## config.mk

```make
export PLATFORM = sky130hd
export DESIGN_NAME = ddu_btn_cond
export DESIGN_NICKNAME = d
export VERILOG_FILES = /design/src/rtl/ddu_btn_cond.sv
export SDC_FILE = /design/constraint.sdc
export NUM_CORES = 1
export LEC_CHECK = 0
export CAP_MARGIN = 30
export CORE_AREA = 2 2 151 153
export DETAILED_ROUTE_END_ITERATION = 7
export DIE_AREA = 0 0 153 155
export GPL_TIMING_DRIVEN = 0
export PLACE_DENSITY = 0.63
export REMOVE_ABC_BUFFERS = 1
export SYNTH_ARGS = -nofsm -noshare
export SYNTH_HDL_FRONTEND = slang
export SYNTH_SLANG_ARGS = --single-unit
```

## constraint.sdc

```tcl
create_clock -name clk -period 6.7 [get_ports clk]
set_input_delay 0.67 -clock clk [delete_from_list [all_inputs] [get_ports clk]]
set_output_delay 0.67 -clock clk [all_outputs]
set_load 0.01 [all_outputs]
```

## src/rtl/ddu_btn_cond.sv

```systemverilog
// Push-button conditioning for the debug display unit. Each channel is synchronised, debounced,
// and turned into a clean level, press/release pulses and a hold-to-auto-repeat pulse stream.

module ddu_btn_chan #(
  parameter int DEBOUNCE      = 1_000_000,
  parameter int REPEAT_DELAY  = 50_000_000,
  parameter int REPEAT_PERIOD = 25_000_000
) (
  input  logic clk,
  input  logic rst_n,
  input  logic btn_raw_i,
  output logic level_o,
  output logic press_o,
  output logic release_o,
  output logic rpt_o
);

  localparam int RMAX = (REPEAT_DELAY > REPEAT_PERIOD) ? REPEAT_DELAY : REPEAT_PERIOD;
  localparam int CW   = $clog2(DEBOUNCE + 1);
  localparam int RW   = $clog2(RMAX + 1);

  localparam logic [CW-1:0] DB_LAST = CW'(DEBOUNCE - 1);
  localparam logic [CW-1:0] C_ONE   = CW'(1);
  localparam logic [RW-1:0] RD_END  = RW'(REPEAT_DELAY);
  localparam logic [RW-1:0] RP_END  = RW'(REPEAT_PERIOD);
  localparam logic [RW-1:0] R_ONE   = RW'(1);

  localparam logic [1:0] S_IDLE   = 2'd0;
  localparam logic [1:0] S_DELAY  = 2'd1;
  localparam logic [1:0] S_REPEAT = 2'd2;

  logic          sync1_q, sync2_q;
  logic [CW-1:0] cnt_q, cnt_d;
  logic          level_q, level_d;
  logic          press_q, press_d;
  logic          release_q, release_d;
  logic          rpt_q, rpt_d;
  logic [RW-1:0] rcnt_q, rcnt_d;
  logic [1:0]    state_q, state_d;
  logic          rise, fall;

  // Debounce: any sample that agrees with the current level restarts the count.
  always_comb begin
    level_d = level_q;
    cnt_d   = '0;
    if (sync2_q != level_q) begin
      if (cnt_q == DB_LAST) begin
        level_d = sync2_q;
        cnt_d   = '0;
      end else begin
        cnt_d = cnt_q + C_ONE;
      end
    end
  end

  assign rise      = level_d & ~level_q;
  assign fall      = ~level_d & level_q;
  assign press_d   = rise;
  assign release_d = fall;

  // Repeat FSM: release wins over a repeat that falls due on the same edge.
  always_comb begin
    state_d = state_q;
    rcnt_d  = rcnt_q;
    rpt_d   = 1'b0;
    case (state_q)
      S_IDLE: begin
        if (rise) begin
          rpt_d   = 1'b1;
          rcnt_d  = R_ONE;
          state_d = S_DELAY;
        end
      end
      S_DELAY: begin
        if (fall) begin
          rcnt_d  = '0;
          state_d = S_IDLE;
        end else if (rcnt_q == RD_END) begin
          rpt_d   = 1'b1;
          rcnt_d  = R_ONE;
          state_d = S_REPEAT;
        end else begin
          rcnt_d = rcnt_q + R_ONE;
        end
      end
      S_REPEAT: begin
        if (fall) begin
          rcnt_d  = '0;
          state_d = S_IDLE;
        end else if (rcnt_q == RP_END) begin
          rpt_d  = 1'b1;
          rcnt_d = R_ONE;
        end else begin
          rcnt_d = rcnt_q + R_ONE;
        end
      end
      default: begin
        rcnt_d  = '0;
        state_d = S_IDLE;
      end
    endcase
  end

  always_ff @(posedge clk or negedge rst_n) begin
    if (!rst_n) begin
      sync1_q   <= 1'b0;
      sync2_q   <= 1'b0;
      cnt_q     <= '0;
      level_q   <= 1'b0;
      press_q   <= 1'b0;
      release_q <= 1'b0;
      rpt_q     <= 1'b0;
      rcnt_q    <= '0;
      state_q   <= S_IDLE;
    end else begin
      sync1_q   <= btn_raw_i;
      sync2_q   <= sync1_q;
      cnt_q     <= cnt_d;
      level_q   <= level_d;
      press_q   <= press_d;
      release_q <= release_d;
      rpt_q     <= rpt_d;
      rcnt_q    <= rcnt_d;
      state_q   <= state_d;
    end
  end

  assign level_o   = level_q;
  assign press_o   = press_q;
  assign release_o = release_q;
  assign rpt_o     = rpt_q;

endmodule

module ddu_btn_cond #(
  parameter int NUM_BTN       = 3,
  parameter int DEBOUNCE      = 1_000_000,
  parameter int REPEAT_DELAY  = 50_000_000,
  parameter int REPEAT_PERIOD = 25_000_000
) (
  input  logic               clk,
  input  logic               rst_n,
  input  logic [NUM_BTN-1:0] btn_raw_i,
  output logic [NUM_BTN-1:0] level_o,
  output logic [NUM_BTN-1:0] press_o,
  output logic [NUM_BTN-1:0] release_o,
  output logic [NUM_BTN-1:0] rpt_o
);

  for (genvar i = 0; i < NUM_BTN; i++) begin : g_chan
    ddu_btn_chan #(
      .DEBOUNCE      (DEBOUNCE),
      .REPEAT_DELAY  (REPEAT_DELAY),
      .REPEAT_PERIOD (REPEAT_PERIOD)
    ) u_chan (
      .clk       (clk),
      .rst_n     (rst_n),
      .btn_raw_i (btn_raw_i[i]),
      .level_o   (level_o[i]),
      .press_o   (press_o[i]),
      .release_o (release_o[i]),
      .rpt_o     (rpt_o[i])
    );
  end

endmodule

```

==> results of run 1 <==
==> flip-flops by register name, indices dropped and copies added (netlist names) <==
name / cells
g_chan.u_chan.rcnt_q: 78
g_chan.u_chan.sync2_q: 3
g_chan.u_chan.release_o: 3
g_chan.u_chan.state_q: 6
g_chan.u_chan.level_o: 3
g_chan.u_chan.sync1_q: 3
g_chan.u_chan.rpt_o: 3
g_chan.u_chan.cnt_q: 60
g_chan.u_chan.press_o: 3
==> where the power goes <==
| group | switching (uW) | internal [uW] |
|---|---|---|
| combinational | 28.3 | 9.72 |
| clock | 432 | 562 |
| sequential | 5.08 | 984 |
==> metrics by stage <==
stage	hold slack (ns)	power (uW)	util [%]
after detailed placement	0.338	1050	41.0
after floorplan	0.331	1020	-
final	0.215	2020	43.7
after global placement	0.334	1050	40.5
after global routing	0.269	2100	43.7
after CTS	0.236	2050	43.7
==> final timing paths <==
path                                                to  cells after the start                       from
setup reg to reg           g_chan[0].u_chan.rcnt_q[22]                      6  g_chan[0].u_chan.cnt_q[6]
hold reg to reg               g_chan[2].u_chan.sync2_q                      0   g_chan[2].u_chan.sync1_q
min in group clk              g_chan[2].u_chan.sync2_q                      0   g_chan[2].u_chan.sync1_q
max in group asynchronous   g_chan[0].u_chan.rcnt_q[4]                      2                      rst_n
hold / removal              g_chan[2].u_chan.rcnt_q[1]                      1                      rst_n
setup / recovery           g_chan[0].u_chan.rcnt_q[22]                      6  g_chan[0].u_chan.cnt_q[6]
==> layout make-up <==
class	instances	area, um2	share of cell area, %
clock buffers	18	429	4.42
flip-flops and latches	162	4050	41.7
repair buffers	22	253	2.60
multi-input cells	703	4340	44.7
inverters	30	113	1.16
clock inverters	14	170	1.75
well taps	285	357	3.67
==> cells in the mapped netlist (5+ instances only) <==
cell / n
sky130_fd_sc_hd__a21o_1: 16
sky130_fd_sc_hd__a21oi_1: 26
sky130_fd_sc_hd__a221o_1: 6
sky130_fd_sc_hd__a22o_1: 7
sky130_fd_sc_hd__and3_1: 29
sky130_fd_sc_hd__and4_1: 11
sky130_fd_sc_hd__buf_2: 5
sky130_fd_sc_hd__buf_4: 12
sky130_fd_sc_hd__clkbuf_1: 27
sky130_fd_sc_hd__dfrtp_1: 162
sky130_fd_sc_hd__ha_1: 9
sky130_fd_sc_hd__inv_1: 30
sky130_fd_sc_hd__mux2i_1: 7
sky130_fd_sc_hd__nand2_1: 85
sky130_fd_sc_hd__nand2b_1: 11
sky130_fd_sc_hd__nand3_1: 69
sky130_fd_sc_hd__nand4_1: 35
sky130_fd_sc_hd__nand4b_1: 7
sky130_fd_sc_hd__nor2_1: 119
sky130_fd_sc_hd__nor2b_1: 10
sky130_fd_sc_hd__nor3_1: 22
sky130_fd_sc_hd__nor4_1: 22
sky130_fd_sc_hd__nor4b_1: 7
sky130_fd_sc_hd__o21a_1: 7
sky130_fd_sc_hd__o21ai_0: 35
sky130_fd_sc_hd__o311ai_0: 8
sky130_fd_sc_hd__or2_2: 6
sky130_fd_sc_hd__or3_1: 15
sky130_fd_sc_hd__or4_1: 6
sky130_fd_sc_hd__xnor2_1: 38
sky130_fd_sc_hd__xor2_1: 34
==> per-layer routing <==
metal  wire (um)  part of all wire [%]  vias to the layer above
met2        8140                    47                       71
met1        8500                    49                     3283
met4         250                   1.4                        0
met5           0                     0                        -
met3         361                   2.1                       18
li1            -                     -                     3373
==> kinds of logic after synthesis <==
family	after synthesis	synth area share, %
compound gates	134	10.5
xor+xnor	72	7.23
fa+ha+maj	9	1.29
buf+inv	77	4.07
flops	162	46.5
mux	10	1.19
simple gates	478	29.3
==> worst register-to-register path, cell delays in order (launching register included) <==
cell                       delay, ns
sky130_fd_sc_hd__dfrtp_1        0.45
sky130_fd_sc_hd__or4_4          0.57
sky130_fd_sc_hd__nor4_4         0.36
sky130_fd_sc_hd__a311oi_4       0.28
sky130_fd_sc_hd__buf_8          0.27
sky130_fd_sc_hd__nor2_1         0.72
sky130_fd_sc_hd__nor2_1         0.12
==> results.md, run 1 <==
- Post-detailed-placement half-perimeter wirelength: 11,500 um
- Layout Area Growth over Synthesis: 11.4%
- Data arrival, critical path: 3.20 ns
- Layer with the highest usage: met2
- Fraction of final layout cells with drive strength greater than 1: under 10%
- Max-cap violation count: 0
- Buffer levels on the longest clock path: 2
- Unrepaired setup endpoints after global routing: no
- Mean cell area of the mapped netlist: about 9 um2
- Final hold violation count: 0
- Total I/O pin count: 17
- Fraction of the yosys area taken by sequential cells: ~46%
- Residual DRC: 0
- Std-Cell Rows: 55
- All-layer global routing usage: 15.3%
- Required time of the critical path: about 7 ns
- Leading cell type in the layout, fill and taps excluded: sky130_fd_sc_hd__dfrtp_1
- Clk_lat worst skew: 0.43 ns
- Sort of element at the start of the critical path: register
- Worst slack, placed: 3.71 ns
- Yosys Warn Count: 0
- Worst R2R Setup Slack: 3.77 ns
- Total cell area at the placement stage: 9120 um2
- Synthesis-stage register bit count: 162
- Maximum number of pins on one net before global-route repair: 86
- Setup fix buffers added after clock tree synthesis: 0
- Library cell contributing the largest single delay on the critical path: sky130_fd_sc_hd__nor2_1
- Post-cts gate resize count: 0
- CTS tree: built
- Die area: 23,700 um2
- Biggest area contributors in the synthesized netlist: sky130_fd_sc_hd__dfrtp_1 (46%), sky130_fd_sc_hd__nor2_1 (5.1%), sky130_fd_sc_hd__nand3_1 (4.0%)
- Root Driver: sky130_fd_sc_hd__clkbuf_16
- Post-detailed-route wirelength per cell: 14.0 um
- Part of the cycle the worst path needs: 43.7%
- Number of standard cells after synthesis: approximately 940
- Max-slew violation total from the final report: 0
- Clock-pin slew reported for the worst setup and hold paths after clock tree synthesis: 0.07 ns
- H-tree levels: 4
- Cell area after technology mapping: 8720 um2
- Ys async rst share: 100%
- Leakage power of the design: 0.00405 uW
- Peak supply drop: approximately 0.17 mV
- Layout Nets: 950
- Count of final setup violators: 0
- Total gr overflow: 0
- Routed via count divided by cell count: 5.47
- Element type at the critical path end: register
- Fin crit period: 2.93 ns
- Routability congestion estimate from global placement: 0.788
- Non-filler cells, final: 1,234
- Number of filler instances in the final layout: 2,140
- Max transition margin: 31.2%
- GRT met1 Usage: 20.5%
- Slew @ Worst Pin: 1.03 ns
- Placed cell count: 1,202
- DRT iter0 DRCs: 355
- TritonRoute pass-1 iters: 5
- Number of global-route vias before repair: 6,378
- Die Span Y: 155 um
- Setup total negative slack: 0 ns
- Initial antenna violation count: 0
- Antenna Diode Count: 0
- Most prevalent standard cell on the critical path: sky130_fd_sc_hd__nor2_1
- Met3 layer usage reported by global route: 2.62%
- Starting density of the core: 39.2%
- Worst-case setup margin in the final layout: 3.77 ns
- Core area: 22,200 um2
- Worst setup path category: reg -> reg
- Largest stage delay on the critical path: 0.72 ns
- Worst setup skew after layout: 0.0101 ns
- Count of buffering cells on the critical path with inverters included: 1
- Clock buffers created by TritonCTS: 17
- Global-route wire length before repair: 30,600 um
- Share of Yosys cell area claimed by the top area cell type: a little under half
- Critical path fanouts, max: 18
- Run status: complete, no violations
- Residual antenna-violating net count after detailed routing: 0
- Total routed wirelength: roughly 17,000 um
- Most area-hungry cell type in the Yosys netlist: sky130_fd_sc_hd__dfrtp_1
- Most frequent cells in the layout: sky130_fd_sc_hd__dfrtp_1 (162), sky130_fd_sc_hd__nor2_1 (119), sky130_fd_sc_hd__nand2_1 (85), sky130_fd_sc_hd__nand3_1 (69), sky130_fd_sc_hd__xnor2_1 (38)
- Fin area: 9720 um2
- Number of enable-type register cells in the synthesized netlist: 0
- Dominant delay contributor by cell family on the critical path: simple AND/OR/NAND/NOR gates
- Worst Hold Class: in -> async
- Met2 GRT Util: 25.5%
- Overall via count from detail_route: 6,745
- Number of buffers added on ports: 16
- Critical-path cell list: or4_4 -> nor4_4 -> a311oi_4 -> buf_8 -> nor2_1 -> nor2_1
- Sink count of the clock tree: around 160
- Power density over the cells: 208 nW/um2
- Horizontal die dimension: 153 um
- Count of hold-fix buffers inserted at cts: 0
- Leading register cell type out of synthesis: sky130_fd_sc_hd__dfrtp_1
- Post-synthesis cell type count: 61
- Fmax: ~0.34 GHz
Power figures use the tool's default switching activity.
==> run 2, diff against run 1 <==
Settings changed: PLACE_DENSITY 0.63 to 0.65.
Clock period 6.7 ns to 2.35 ns, I/O delays scaled along.
==> run 2 against run 1 <==
  * Design area is 4.6% higher
  * Die area unchanged
  * Count of clock-buffer cells in the layout is 1 higher
  * Routed wire length is 6.1% higher
  * Sequential power rose to 2.9 times the previous value
  * Clock power increased to 2.8 times the previous value
  * Combinational power rose to 3.0 times the previous value
  * Critical path type unchanged
  * Critical endpoint unchanged
  * Largest cell class unchanged
==> results.md, run 2 (synthesis results as in run 1) <==
- Post-detailed-placement half-perimeter wirelength: 11,600 um (+0.50%)
- Routed via count divided by cell count: 5.52 (+0.94%)
- Critical path fanouts, max: 5 (-13)
- Run status: complete, no violations
- Leakage power of the design: 0.00421 uW (+4.0%)
- Worst setup path category: reg -> reg
- Horizontal die dimension: 153 um (unchanged)
- Fmax: 0.435 GHz (+27%)
- H-tree levels: 4 (unchanged)
- Overall via count from detail_route: 6,919 (+2.6%)
- Power density over the cells: 568 nW/um2 (+170%)
- TritonRoute pass-1 iters: 5 (unchanged)
- Total cell area at the placement stage: 9120 um2 (about the same)
- Overall power after layout: 5770 uW (+190%)
- Std-Cell Rows: 55 (unchanged)
- Relative contribution of combinational cells to total power: 2.0% (about the same)
- Data arrival, critical path: 2.65 ns (-0.55 ns)
- Max FFs per register: 78 (unchanged)
- Leading cell type in the layout, fill and taps excluded: sky130_fd_sc_hd__dfrtp_1
- Setup total negative slack: 0 ns (unchanged)
- Residual DRC: 0 (unchanged)
- Element type at the critical path end: register
- Clk network pwr share: 49.1% (about the same)
- GRT met1 Usage: 21.9% (+1.3 points)
- Most frequent cells in the layout: sky130_fd_sc_hd__dfrtp_1 (159), sky130_fd_sc_hd__nor2_1 (118), sky130_fd_sc_hd__nand2_1 (84), sky130_fd_sc_hd__nand3_1 (67), sky130_fd_sc_hd__xnor2_1 (38)
- Biggest register: g_chan.u_chan.rcnt_q
- Count of final setup violators: 0 (unchanged)
- Buffer levels on the longest clock path: 2 (unchanged)
- Clock buffers created by TritonCTS: 17 (unchanged)
- Number of global-route vias before repair: 6,447 (+1.1%)
- Met2 GRT Util: 25.0% (-0.53 points)
- Core area: 22,200 um2 (unchanged)
- Post-detailed-route wirelength per cell: 14.6 um (+4.5%)
- Internal portion of total power: 4480 uW (+190%)
- CTS tree: built
- DRT iter0 DRCs: 431 (+21%)
- Fin crit period: 2.30 ns (-0.629 ns)
- Max-slew violation total from the final report: 0 (unchanged)
- Worst-case setup margin in the final layout: 0.0503 ns (-3.72 ns)
- Maximum number of pins on one net before global-route repair: 99 (+15%)
- Switching Share: 22.4% (-0.62 points)
- Slew @ Worst Pin: 0.785 ns (-0.246 ns)
- Worst Hold Class: in -> reg
- Met3 layer usage reported by global route: 3.15% (+0.53 points)
- Unrepaired setup endpoints after global routing: yes
- Sink count of the clock tree: 162 (unchanged)
- Layout Nets: 970 (+2.1%)
- Final hold violation count: 0 (unchanged)
- Clk_lat worst skew: 0.43 ns (about the same)
- Required time of the critical path: 2.70 ns (-4.28 ns)
- Routability congestion estimate from global placement: 0.792 (+0.52%)
- Starting density of the core: 39.2% (unchanged)
- Total gr overflow: 0 (unchanged)
- Number of buffers added on ports: 16 (unchanged)
- Initial antenna violation count: 0 (unchanged)
- Die area: 23,700 um2 (unchanged)
- Total routed wirelength: 18,300 um (+6.1%)
- Clock-pin slew reported for the worst setup and hold paths after clock tree synthesis: 0.07 ns (about the same)
- Sort of element at the start of the critical path: register
- Residual antenna-violating net count after detailed routing: 0 (unchanged)
- Part of the cycle the worst path needs: 97.9% (+54 points)
- Antenna Diode Count: 0 (unchanged)
- Utilization of the core after routing: 45.7% (+2.0 points)
- Worst slack, placed: -0.746 ns (-4.45 ns)
- Power share of the sequential group: 48.9% (about the same)
- Worst setup skew after layout: 0.0102 ns (+0.000149 ns)
- Fin area: 10,200 um2 (+4.6%)
- Fraction of final layout cells with drive strength greater than 1: 12.1% (+5.5 points)
- Max transition margin: 47.5% (+16 points)
- Total I/O pin count: 17 (unchanged)
- Peak supply drop: 0.460 mV (+170%)
- Layout Area Growth over Synthesis: 16.5%
- All-layer global routing usage: 15.7% (+0.40 points)
- Max-cap violation count: 0 (unchanged)
- Registers with the most flip-flops: g_chan.u_chan.rcnt_q x78, g_chan.u_chan.cnt_q x60, g_chan.u_chan.state_q x6
- Global-route wire length before repair: 31,300 um (+2.1%)
- Layer with the highest usage: met2
- Die Span Y: 155 um (unchanged)
- Root Driver: sky130_fd_sc_hd__clkbuf_16
- Sw power: 1290 uW (+180%)
- Number of filler instances in the final layout: 2,079 (-2.9%)
[run 2: per-stage QoR]
stage	std cells	hold slack (ns)
after global routing	1254	0.232
after CTS	1248	0.230
after floorplan	895	-0.0606
after detailed placement	1202	0.216
after global placement	1196	0.334
final	1254	0.242
[run 2: final timing paths]
path | end | from | slack [ns] | depth (start not counted)
worst max-delay path | g_chan[0].u_chan.rcnt_q[22] | g_chan[0].u_chan.cnt_q[6] | 0.05 | 7
worst min-delay path | g_chan[2].u_chan.sync1_q | btn_raw_i[2] | 0.24 | 1
worst max register to register | g_chan[0].u_chan.rcnt_q[22] | g_chan[0].u_chan.cnt_q[6] | 0.05 | 7
worst min register to register | g_chan[0].u_chan.sync2_q | g_chan[0].u_chan.sync1_q | 0.35 | 0
max in group asynchronous | g_chan[1].u_chan.rcnt_q[6] | rst_n | 1.17 | 3
min in group asynchronous | g_chan[2].u_chan.cnt_q[5] | rst_n | 0.31 | 2
[run 2: critical path, stage by stage (launching register included)]
cell	delay, ns
sky130_fd_sc_hd__dfrtp_2	0.41
sky130_fd_sc_hd__or4_4	0.54
sky130_fd_sc_hd__nor4_4	0.14
sky130_fd_sc_hd__buf_4	0.18
sky130_fd_sc_hd__a311oi_4	0.15
sky130_fd_sc_hd__or4_4	0.57
sky130_fd_sc_hd__xor2_2	0.15
sky130_fd_sc_hd__nor2_1	0.09
[run 2: metal layers]
metal / vias up / wire, um
met4: 0 / 221
met5: - / 0
li1: 3412 / -
met2: 108 / 8370
met3: 18 / 574
met1: 3381 / 9150
[run 2: final cells by class]
cell class	count	area [um2]	area share (%)
inverter	30	113	1.11
timing repair buffer	40	394	3.88
clock inverter	13	150	1.48
clock buffer	19	453	4.46
multi-input combinational	705	4640	45.6
tap	285	357	3.51
sequential	162	4060	39.9
[run 2: power by group through the flow]
stage	Sequential [uW]	Combinational (uW)	Clock [uW]
2_1_floorplan	2870	31.9	0
3_3_place_gp	2870	105	0
3_5_place_dp	2870	116	0
4_1_cts	2820	119	2890
5_1_grt	2820	134	3010
6_report	2820	113	2830
[run 2: timing repair]
item                                    CTS  global route
hold buffers                              1             0
pin swaps                                 7            11
endpoints found under the setup margin   88            88
cloned                                    2             0
buffers inserted                         11             6
resized for setup                        22            33
endpoints found under the hold margin    64             0
==> run 3, diff against run 2 <==
Settings changed: RECOVER_POWER set to 50.
Clock period 2.35 ns to 2.1 ns, I/O delays scaled along.
==> run 3 against run 2 <==
  * The run now ends with max-capacitance violations, max-slew violations, negative setup slack left
  * Die area unchanged
  * First-iteration DRC count increased by 40%
  * Design area up 12%
  * Critical path depth did not move
  * Hold slack better by 0.089 ns
  * Worst setup slack got worse by 0.24 ns
  * Register-to-register slack got worse by 0.24 ns
==> results.md, run 3 (synthesis results as in run 1) <==
- Sink count of the clock tree: 162 (unchanged)
- Element type at the critical path end: register
- Total cell area at the placement stage: 9120 um2 (unchanged)
- Max-slew violation total from the final report: 65 (+65)
- Number of global-route vias before repair: 6,945 (+7.7%)
- Count of final setup violators: 54 (+54)
- Core area: 22,200 um2 (unchanged)
- Residual antenna-violating net count after detailed routing: 0 (unchanged)
- Horizontal die dimension: 153 um (unchanged)
- Overall via count from detail_route: 7,440 (+7.5%)
- Leading cell type in the layout, fill and taps excluded: sky130_fd_sc_hd__dfrtp_1
- Worst setup skew after layout: 0.00785 ns (-0.00235 ns)
- Max FFs per register: 78 (unchanged)
- Data arrival, critical path: 2.65 ns (about the same)
- Beginning of the worst register-to-register path: g_chan[0].u_chan.cnt_q[6]
- Hold Worst Slack: 0.331 ns (+0.0895 ns)
- Worst-case setup margin in the final layout: -0.195 ns (-0.245 ns)
- Final hold violation count: 0 (unchanged)
- Post-detailed-placement half-perimeter wirelength: 11,600 um (unchanged)
- Worst r2r path cells: 7 (unchanged)
- Routability congestion estimate from global placement: 0.792 (unchanged)
- Registers with the most flip-flops: g_chan.u_chan.rcnt_q x78, g_chan.u_chan.cnt_q x60, g_chan.u_chan.state_q x6
- Max-cap violation count: 1 (+1)
- Internal portion of total power: 5010 uW (+12%)
- Layout Nets: 1,049 (+8.1%)
- Slew @ Worst Pin: 1.71 ns (+0.927 ns)
- Unrepaired setup endpoints after global routing: yes
- H-tree levels: 4 (unchanged)
- Max transition margin: -14.2% (-62 points)
- Clock-pin slew reported for the worst setup and hold paths after clock tree synthesis: 0.07 ns (about the same)
- Buffer levels on the longest clock path: 2 (unchanged)
- DRT iter0 DRCs: 602 (+40%)
- Run status: finished, violations left
- Worst setup path category: reg -> reg
- Number of filler instances in the final layout: 1,901 (-8.6%)
- CTS tree: built
- Routed via count divided by cell count: 5.58 (+1.2%)
- Setup total negative slack: -4.36 ns (-4.36 ns)
- Clk network pwr share: 49.2% (about the same)
- Fin area: 11,300 um2 (+12%)
- Antenna Diode Count: 0 (unchanged)
- Fraction of final layout cells with drive strength greater than 1: 25.0% (+13 points)
- Leakage power of the design: 0.00479 uW (+14%)
- Sw power: 1460 uW (+13%)
- Sort of element at the start of the critical path: register
- Cell count of the worst hold path: 1 (unchanged)
- Utilization of the core after routing: 51.1% (+5.3 points)
- Capture point of the worst reg-to-reg path: g_chan[0].u_chan.rcnt_q[22]
- Peak supply drop: 0.501 mV (+9.0%)
- Total gr overflow: 0 (unchanged)
- Worst Hold End: g_chan[2].u_chan.sync1_q
- Violations in the final reports: max-capacitance violations, max-slew violations, negative setup slack
- Maximum number of pins on one net before global-route repair: 99 (unchanged)
- Biggest register: g_chan.u_chan.rcnt_q
- Hold Crit Start: btn_raw_i[2]
- Die area: 23,700 um2 (unchanged)
- Layout Area Growth over Synthesis: 30.1%
- Die Span Y: 155 um (unchanged)
- Part of the cycle the worst path needs: 109% (+11 points)
- Relative contribution of combinational cells to total power: 2.0% (about the same)
- Switching Share: 22.6% (+0.16 points)
- Fmax: 0.436 GHz (+0.22%)
- Initial antenna violation count: 0 (unchanged)
- Critical path fanouts, max: 5 (unchanged)
- All-layer global routing usage: 17.2% (+1.5 points)
- Power density over the cells: 570 nW/um2 (+0.44%)
- Std-Cell Rows: 55 (unchanged)
- Worst R2R Setup Slack: -0.19 ns (-0.24 ns)
- Most frequent cells in the layout: sky130_fd_sc_hd__dfrtp_1 (151), sky130_fd_sc_hd__nor2_1 (112), sky130_fd_sc_hd__nand2_1 (82), sky130_fd_sc_hd__buf_4 (63), sky130_fd_sc_hd__nand3_1 (60)
- Worst Hold Class: in -> reg
- Power share of the sequential group: 48.8% (about the same)
- Root Driver: sky130_fd_sc_hd__clkbuf_16
- Required time of the critical path: 2.45 ns (-0.25 ns)
- Clk_lat worst skew: 0.43 ns (about the same)
- Fin crit period: 2.29 ns (-0.00513 ns)
- Number of buffers added on ports: 16 (unchanged)
- Global-route wire length before repair: 34,000 um (+8.7%)
- Starting density of the core: 39.2% (unchanged)
- Worst slack, placed: -0.996 ns (-0.250 ns)
- Total I/O pin count: 17 (unchanged)
- TritonRoute pass-1 iters: 5 (unchanged)
- Post-detailed-route wirelength per cell: 15.9 um (+9.0%)
- Clock buffers created by TritonCTS: 17 (unchanged)
- Residual DRC: 0 (unchanged)
- Total routed wirelength: 21,200 um (+16%)
-- run 3: changes by cell type in the layout (fill, tap and decap cells not counted), sizes merged --
cell | previous run | this run
a21o | 16 | 17
buf | 24 | 97
clkbuf | 19 | 21
o21a | 7 | 9
a21oi | 27 | 28
dlygate4sd3 | 1 | 4
clkdlybuf4s50 | 15 | 12
-- run 3: what timing repair did --
item	CTS	global route
gates cloned	6	4
buffers inserted	59	29
hold buffers	1	0
resized for setup	77	119
endpoints found under the hold margin	64	0
endpoints found under the setup margin	138	97
pin swaps	40	51
-- run 3: worst max path at each step --
stage                                    startpoint                           to  slack [ns]  cells after the start
after detailed placement  g_chan[0].u_chan.cnt_q[6]  g_chan[0].u_chan.rcnt_q[21]        -1.0                      6
after global routing      g_chan[0].u_chan.cnt_q[6]  g_chan[0].u_chan.rcnt_q[18]       -0.28                      9
after global placement                        rst_n   g_chan[0].u_chan.rcnt_q[5]       -6.10                      1
final                     g_chan[0].u_chan.cnt_q[6]  g_chan[0].u_chan.rcnt_q[22]       -0.19                      7
after floorplan           g_chan[0].u_chan.cnt_q[0]  g_chan[0].u_chan.rcnt_q[15]       -2.11                      6
after CTS                 g_chan[0].u_chan.cnt_q[6]  g_chan[0].u_chan.rcnt_q[22]       -0.20                      7
-- run 3: per-stage QoR --
stage / instances / power (uW)
after floorplan: 895 / 3250
after global placement: 1196 / 3330
after detailed placement: 1202 / 3340
after CTS: 1300 / 6520
after global routing: 1333 / 6690
final: 1333 / 6470
-- run 3: layout make-up --
cell class | count | area (um2) | share of cell area [%]
Multi-Input combinational cell | 709 | 5090 | 44.9
Sequential cell | 162 | 4070 | 35.8
Timing Repair Buffer | 115 | 1120 | 9.83
Clock buffer | 19 | 453 | 3.99
Tap cell | 285 | 357 | 3.14
Clock inverter | 13 | 150 | 1.32
Inverter | 30 | 113 | 0.992
-- run 3: power groups by stage --
stage	combinational (uW)	sequential, uW	clock (uW)
global placement	118	3220	0
floorplan	35.7	3210	0
detailed placement	130	3210	0
finish	130	3160	3180
global route	153	3160	3380
CTS	134	3160	3230
-- run 3: layer usage --
layer / track usage (%) / share of wire (%) / vias to the layer above
met1: 23.6 / 47 / 3678
met5: 0 / 0 / -
met3: 3.34 / 3.4 / 36
met4: 5.42 / 1.5 / 0
li1: - / - / 3570
met2: 27.5 / 48 / 156
-- run 3: worst max-delay path: stages (launching register included) --
cell and delay, ns:
sky130_fd_sc_hd__dfrtp_2 0.41, sky130_fd_sc_hd__or4_4 0.54, sky130_fd_sc_hd__nor4_4 0.14, sky130_fd_sc_hd__buf_4 0.17, sky130_fd_sc_hd__a311oi_4 0.15, sky130_fd_sc_hd__or4_4 0.57
sky130_fd_sc_hd__xor2_2 0.15, sky130_fd_sc_hd__nor2_1 0.09
